==> config.mk <==
export PLATFORM = sky130hd
export DESIGN_NAME = satagtx_rst_seq_flat
export DESIGN_NICKNAME = d
export VERILOG_FILES = /design/src/rtl/satagtx_rst_seq_if.sv /design/src/rtl/satagtx_rst_seq.sv /design/src/flat_wrapper.sv
export SDC_FILE = /design/constraint.sdc
export NUM_CORES = 1
export LEC_CHECK = 0
export CORE_AREA = 4 4 80 82
export DETAILED_ROUTE_END_ITERATION = 6
export DIE_AREA = 0 0 84 86
export GPL_TIMING_DRIVEN = 0
export SYNTH_ARGS = -nofsm -noshare
export SYNTH_HDL_FRONTEND = slang
export SYNTH_SLANG_ARGS = --single-unit
==> constraint.sdc <==
create_clock -name clk -period 2.75 [get_ports clk]
set_input_delay 0.55 -clock clk [delete_from_list [all_inputs] [get_ports clk]]
set_output_delay 0.55 -clock clk [all_outputs]
set_load 0.01 [all_outputs]
==> src/rtl/satagtx_rst_seq_if.sv <==
// Lock indications in, reset controls and status out, for the SATA GTX/GTP reset sequencer.
interface satagtx_rst_seq_if;
  logic       tile0_plllkdet;
  logic       refclkout_dcm0_locked;
  logic       tile0_resetdone;
  logic       gtx_reset;
  logic       user_rst;
  logic       link_ready;
  logic [3:0] retry_cnt;
  logic       lock_err;
  logic [2:0] seq_state;

  // Sequencer side: consumes lock indications, drives resets and status
  modport master (
    input  tile0_plllkdet,
    input  refclkout_dcm0_locked,
    input  tile0_resetdone,
    output gtx_reset,
    output user_rst,
    output link_ready,
    output retry_cnt,
    output lock_err,
    output seq_state
  );

  // Tile / clocking side: drives lock indications, observes resets and status
  modport slave (
    output tile0_plllkdet,
    output refclkout_dcm0_locked,
    output tile0_resetdone,
    input  gtx_reset,
    input  user_rst,
    input  link_ready,
    input  retry_cnt,
    input  lock_err,
    input  seq_state
  );
endinterface

==> src/rtl/satagtx_rst_seq.sv <==
// Power-up and lock-loss reset sequencer for the SATA GTX/GTP tile.
// Runs on the free-running fabric clock; all lock inputs are resynchronised.
module satagtx_rst_seq #(
  parameter int unsigned C_GTXRST_CYCLES = 16,
  parameter int unsigned C_LOCK_TIMEOUT  = 50000,
  parameter int unsigned C_SETTLE_CYCLES = 256,
  parameter int unsigned C_MAX_RETRY     = 8
) (
  input  logic              clk,
  input  logic              rst_n,
  satagtx_rst_seq_if.master bus
);

  typedef enum logic [2:0] {
    StReset    = 3'd0,
    StWaitPll  = 3'd1,
    StWaitDcm  = 3'd2,
    StWaitDone = 3'd3,
    StSettle   = 3'd4,
    StReady    = 3'd5
  } state_e;

  state_e      state_q, state_d;
  logic [15:0] timer_q, timer_d;
  logic [3:0]  retry_cnt_q, retry_cnt_d;
  logic        lock_err_q, lock_err_d;
  logic        gtx_reset_q, user_rst_q, link_ready_q;
  logic [1:0]  pll_sync_q, dcm_sync_q, done_sync_q;
  logic        pll_s, dcm_s, done_s, all_s;
  logic        timeout, retry;

  // Two-flop synchronisers for the asynchronous lock indications
  always_ff @(posedge clk or negedge rst_n) begin
    if (!rst_n) begin
      pll_sync_q  <= 2'b00;
      dcm_sync_q  <= 2'b00;
      done_sync_q <= 2'b00;
    end else begin
      pll_sync_q  <= {pll_sync_q[0], bus.tile0_plllkdet};
      dcm_sync_q  <= {dcm_sync_q[0], bus.refclkout_dcm0_locked};
      done_sync_q <= {done_sync_q[0], bus.tile0_resetdone};
    end
  end

  assign pll_s   = pll_sync_q[1];
  assign dcm_s   = dcm_sync_q[1];
  assign done_s  = done_sync_q[1];
  assign all_s   = pll_s & dcm_s & done_s;
  assign timeout = (timer_q == 16'(C_LOCK_TIMEOUT - 1));

  // Next-state decode; an arriving input beats a timeout on the same cycle
  always_comb begin
    state_d = state_q;
    retry   = 1'b0;
    unique case (state_q)
      StReset: begin
        if (timer_q == 16'(C_GTXRST_CYCLES - 1)) state_d = StWaitPll;
      end
      StWaitPll: begin
        if (pll_s)        state_d = StWaitDcm;
        else if (timeout) retry   = 1'b1;
      end
      StWaitDcm: begin
        if (!pll_s)       retry   = 1'b1;
        else if (dcm_s)   state_d = StWaitDone;
        else if (timeout) retry   = 1'b1;
      end
      StWaitDone: begin
        if (!pll_s || !dcm_s) retry   = 1'b1;
        else if (done_s)      state_d = StSettle;
        else if (timeout)     retry   = 1'b1;
      end
      StSettle: begin
        if (!all_s) retry = 1'b1;
        else if (timer_q == 16'(C_SETTLE_CYCLES - 1)) state_d = StReady;
      end
      StReady: begin
        if (!all_s) retry = 1'b1;
      end
      default: state_d = StReset;
    endcase
    if (retry) state_d = StReset;
  end

  // Timer restarts on every state change; retry counter saturates, error is sticky
  always_comb begin
    timer_d     = timer_q;
    retry_cnt_d = retry_cnt_q;
    lock_err_d  = lock_err_q;
    if (state_d != state_q)    timer_d = 16'd0;
    else if (timer_q != 16'hFFFF) timer_d = timer_q + 16'd1;
    if (retry && retry_cnt_q != 4'hF) retry_cnt_d = retry_cnt_q + 4'd1;
    if (retry_cnt_d >= 4'(C_MAX_RETRY)) lock_err_d = 1'b1;
  end

  // State, counters and registered outputs (outputs follow the next state)
  always_ff @(posedge clk or negedge rst_n) begin
    if (!rst_n) begin
      state_q      <= StReset;
      timer_q      <= 16'd0;
      retry_cnt_q  <= 4'd0;
      lock_err_q   <= 1'b0;
      gtx_reset_q  <= 1'b1;
      user_rst_q   <= 1'b1;
      link_ready_q <= 1'b0;
    end else begin
      state_q      <= state_d;
      timer_q      <= timer_d;
      retry_cnt_q  <= retry_cnt_d;
      lock_err_q   <= lock_err_d;
      gtx_reset_q  <= (state_d == StReset);
      user_rst_q   <= (state_d != StReady);
      link_ready_q <= (state_d == StReady);
    end
  end

  assign bus.gtx_reset  = gtx_reset_q;
  assign bus.user_rst   = user_rst_q;
  assign bus.link_ready = link_ready_q;
  assign bus.retry_cnt  = retry_cnt_q;
  assign bus.lock_err   = lock_err_q;
  assign bus.seq_state  = state_q;

endmodule

==> src/flat_wrapper.sv <==
// flat-port wrapper written by rule: the top's interface ports become plain ports
module satagtx_rst_seq_flat 
#(
  parameter int unsigned C_GTXRST_CYCLES = 16,
  parameter int unsigned C_LOCK_TIMEOUT  = 50000,
  parameter int unsigned C_SETTLE_CYCLES = 256,
  parameter int unsigned C_MAX_RETRY     = 8
)
  (clk, rst_n, bus_tile0_plllkdet, bus_refclkout_dcm0_locked, bus_tile0_resetdone, bus_gtx_reset, bus_user_rst, bus_link_ready, bus_retry_cnt, bus_lock_err, bus_seq_state);
  satagtx_rst_seq_if bus_i ();
  input  logic clk;
  input  logic rst_n;
  input wire logic [$bits(bus_i.tile0_plllkdet)-1:0] bus_tile0_plllkdet;
  input wire logic [$bits(bus_i.refclkout_dcm0_locked)-1:0] bus_refclkout_dcm0_locked;
  input wire logic [$bits(bus_i.tile0_resetdone)-1:0] bus_tile0_resetdone;
  output wire logic [$bits(bus_i.gtx_reset)-1:0] bus_gtx_reset;
  output wire logic [$bits(bus_i.user_rst)-1:0] bus_user_rst;
  output wire logic [$bits(bus_i.link_ready)-1:0] bus_link_ready;
  output wire logic [$bits(bus_i.retry_cnt)-1:0] bus_retry_cnt;
  output wire logic [$bits(bus_i.lock_err)-1:0] bus_lock_err;
  output wire logic [$bits(bus_i.seq_state)-1:0] bus_seq_state;
  assign bus_i.tile0_plllkdet = bus_tile0_plllkdet;
  assign bus_i.refclkout_dcm0_locked = bus_refclkout_dcm0_locked;
  assign bus_i.tile0_resetdone = bus_tile0_resetdone;
  assign bus_gtx_reset = bus_i.gtx_reset;
  assign bus_user_rst = bus_i.user_rst;
  assign bus_link_ready = bus_i.link_ready;
  assign bus_retry_cnt = bus_i.retry_cnt;
  assign bus_lock_err = bus_i.lock_err;
  assign bus_seq_state = bus_i.seq_state;
  satagtx_rst_seq #(.C_GTXRST_CYCLES(C_GTXRST_CYCLES), .C_LOCK_TIMEOUT(C_LOCK_TIMEOUT), .C_SETTLE_CYCLES(C_SETTLE_CYCLES), .C_MAX_RETRY(C_MAX_RETRY)) u_core (.clk(clk), .rst_n(rst_n), .bus(bus_i));
endmodule
==> impl_metrics.toml <==
[worst_setup_path]
r2r_setup_slack_ns = 0.15
cpPeakStageDelay_ns = 0.53
path_max_fanout = 9
rr_worst_depth = 7
crit_start = "u_core.timer_q[7]"
worstReg2RegStart = "u_core.timer_q[7]"
critPathCapture = "u_core.bus.lock_err"
cp.buffers_inverters = 1
critPathTopFamily = "simple AND/OR/NAND/NOR gates"
cp_slowest_cell = "or4_4"
start_kind = "flop"
timing_worst_setup_path_type = "flop to flop"
end_kind = "flop"
crit_cells = 7
r2r_end = "u_core.bus.lock_err"
worstPathRequired_ns = 2.93
crit_chain = "buf_6 > or4b_4 > nand2b_1 > or4_4 > a21oi_2 > mux2_2 > or2_2"
arrival_ns = 2.77

[synth]
ys_async_sr_fraction = 1.000
synth_edf_count = 0
yosys_warnings = 0
synth_seq_cells = 33
syn_area_mm2 = 0.001886
synth_area_per_cell_um2 = 10.14
yosysSeqAreaShare = 0.4393
synth_cell_types = 56
synth_cells = 186
ys.flop_type = "dfrtp_1"
syn_nets = 193

[grt]
grt_overflow = 0
grt_pass1_vias = 1524
antenna_found_initial = 0
grt_usage = 0.1205
grt_pass1_wl_um = 7065
grt_max_degree = 34

[clocking]
root_buffer = "clkbuf_8"
clkTransAtPathRegs_ns = 0.07
clock_sinks = 33
worstSkewPairLatency_ns = 0.29
postCtsHoldBufs = 0
cts_tree = "built"
clockBufferDepth = 2
numCtsBuffers = 5
ctsHtreeMaxLevel = 2

[job]
drv_cap = 0

[placed_design]
io_buffer_count = 15
dpl_cell_area_mm2 = 0.002125
place_ws_ns = 0.1236
place_congestion = 0.8553
hpwl_um = 2896

[timing]
worstMarginPinSlew_ns = 0.7377
finalSetupTns_ns = 0
hold_ws_ns = 0.3203
hold_viol = 0
period_share = 0.9448
fin_skew_ns = 0.005408
final-setup-viol-count = 0
relSlewSlack = 0.5082
rsz0062_at_grt = "no"
worst_slack_ns = 0.1517
maxSlewViolCount = 0
fmax_mhz = 384.9
fin_crit_ns = 2.598

[drt]
routed_via_density = 5.243
postRouteAntennaNets = 0
drc = 0
drt_wl_total_um = 3989
drt_pass1_iterations = 4
vias = 1489
drt_iter0_drc = 74
wire_per_inst_um = 14.05

[worst_hold_path]
hp-class = "primary input to asynchronous set/reset pin"

[floorplan]
ios = 16
row_count = 28
die_h_um = 86
die_x_um = 84
start_util = 0.3282
core_mm2 = 0.005746
die_area_mm2 = 0.007224

[pwr]
ir_drop_mv = 0.2881
p_per_area_mw_per_mm2 = 769.3
leakagePower_nw = 0.8701

[run_status]
status = "finished, final reports clean"

[finish]
area.growth.synth_to_final_pct = 19.31
nets = 215
fillers = 593
final_common_cell = "dfrtp_1"
register_area_um2 = 828.3
multi_input_area_um2 = 997.2
fin_area_mm2 = 0.002250
post_route_cells_drive_above_1_share = 0.1770
diodes = 0
final_cell_mix = "dfrtp_1 (31), clkdlybuf4s50_1 (14), a21oi_1 (12), nand2_1 (9), nand3_1 (9)"
[cell usage after synthesis (all sizes together), types with 3 or more instances]
| library cell | n | share of area |
|---|---|---|
| or4 | 4 | 0.018 |
| and2 | 3 | 0.010 |
| xnor2 | 3 | 0.014 |
| nor3 | 6 | 0.025 |
| buf | 3 | 0.016 |
| or3 | 4 | 0.013 |
| inv | 5 | 0.010 |
| nand2 | 10 | 0.021 |
| xor2 | 5 | 0.023 |
| a21oi | 13 | 0.035 |
| nand2b | 6 | 0.020 |
| nand3 | 10 | 0.029 |
| nor2b | 5 | 0.017 |
| o21bai | 3 | 0.012 |
| and3 | 5 | 0.017 |
| nor4 | 12 | 0.068 |
| dfrtp | 31 | 0.41 |
| o21ai | 5 | 0.013 |
| a211oi | 6 | 0.029 |
| nor2 | 9 | 0.019 |
| clkbuf | 4 | 0.0080 |
| nand4 | 7 | 0.023 |
[what timing repair did]
item / CTS / global route
setup buffers: 0 / 0
resized for setup: 0 / 3
endpoints found under the setup margin: 0 / 1
[layer usage]
| metal | routed length [µm] | up-vias | global-route usage |
|---|---|---|---|
| met2 | 1914 | 15 | 0.2054 |
| met5 | 0 | - | 0 |
| met4 | 40 | 0 | 0.03947 |
| met3 | 126 | 4 | 0.02882 |
| met1 | 1908 | 730 | 0.1508 |
| li1 | - | 740 | - |
[layout make-up]
| class | count | share of cell area |
|---|---|---|
| Clock inverter | 2 | 0.01669 |
| Timing Repair Buffer | 15 | 0.06452 |
| Sequential cell | 33 | 0.3682 |
| Clock buffer | 6 | 0.03671 |
| Multi-Input combinational cell | 141 | 0.4433 |
| Buffer | 7 | 0.02058 |
| Tap cell | 75 | 0.04171 |
| Inverter | 5 | 0.008343 |
[through the flow]
step / utilization / power (mW) / instances
floorplan: - / 1.047 / 186
global route: 0.3916 / 1.843 / 284
detailed placement: 0.3698 / 1.261 / 276
global placement: 0.3706 / 1.258 / 276
CTS: 0.3907 / 1.749 / 284
finish: 0.3916 / 1.731 / 284
[state kept, by name (all words and copies together) (netlist names)]
name and cells:
u_core.pll_sync_q 2, u_core.bus.user_rst 1, u_core.bus.gtx_reset 1, u_core.bus.link_ready 1, u_core.bus.seq_state 3, u_core.bus.lock_err 1
u_core.timer_q 16, u_core.bus.retry_cnt 4, u_core.done_sync_q 2, u_core.dcm_sync_q 2
[power breakdown]
group	internal, mW	switching (mW)
sequential	0.566	0.0740
combinational	0.268	0.342
clock	0.295	0.186
total	1.13	0.602
[cell families after synthesis]
kind of cell,synth area share
simple gates,0.3192
compound gates,0.1347
flops,0.4393
buf+inv,0.03384
xor+xnor,0.03716
mux,0.02256
fa+ha+maj,0.01327
[how the worst min path moves through the flow]
stage | startpoint | to | slack (ns) | cells after the start
2_1_floorplan | rst_n | u_core.bus.link_ready | 0.25 | 0
3_3_place_gp | u_core.done_sync_q[0] | u_core.done_sync_q[1] | 0.33 | 0
3_5_place_dp | u_core.done_sync_q[0] | u_core.done_sync_q[1] | 0.33 | 0
4_1_cts | rst_n | u_core.timer_q[13] | 0.35 | 1
5_1_grt | u_core.dcm_sync_q[0] | u_core.dcm_sync_q[1] | 0.36 | 0
6_report | rst_n | u_core.timer_q[13] | 0.32 | 1
No activity file was read; power rests on OpenSTA's default activity.
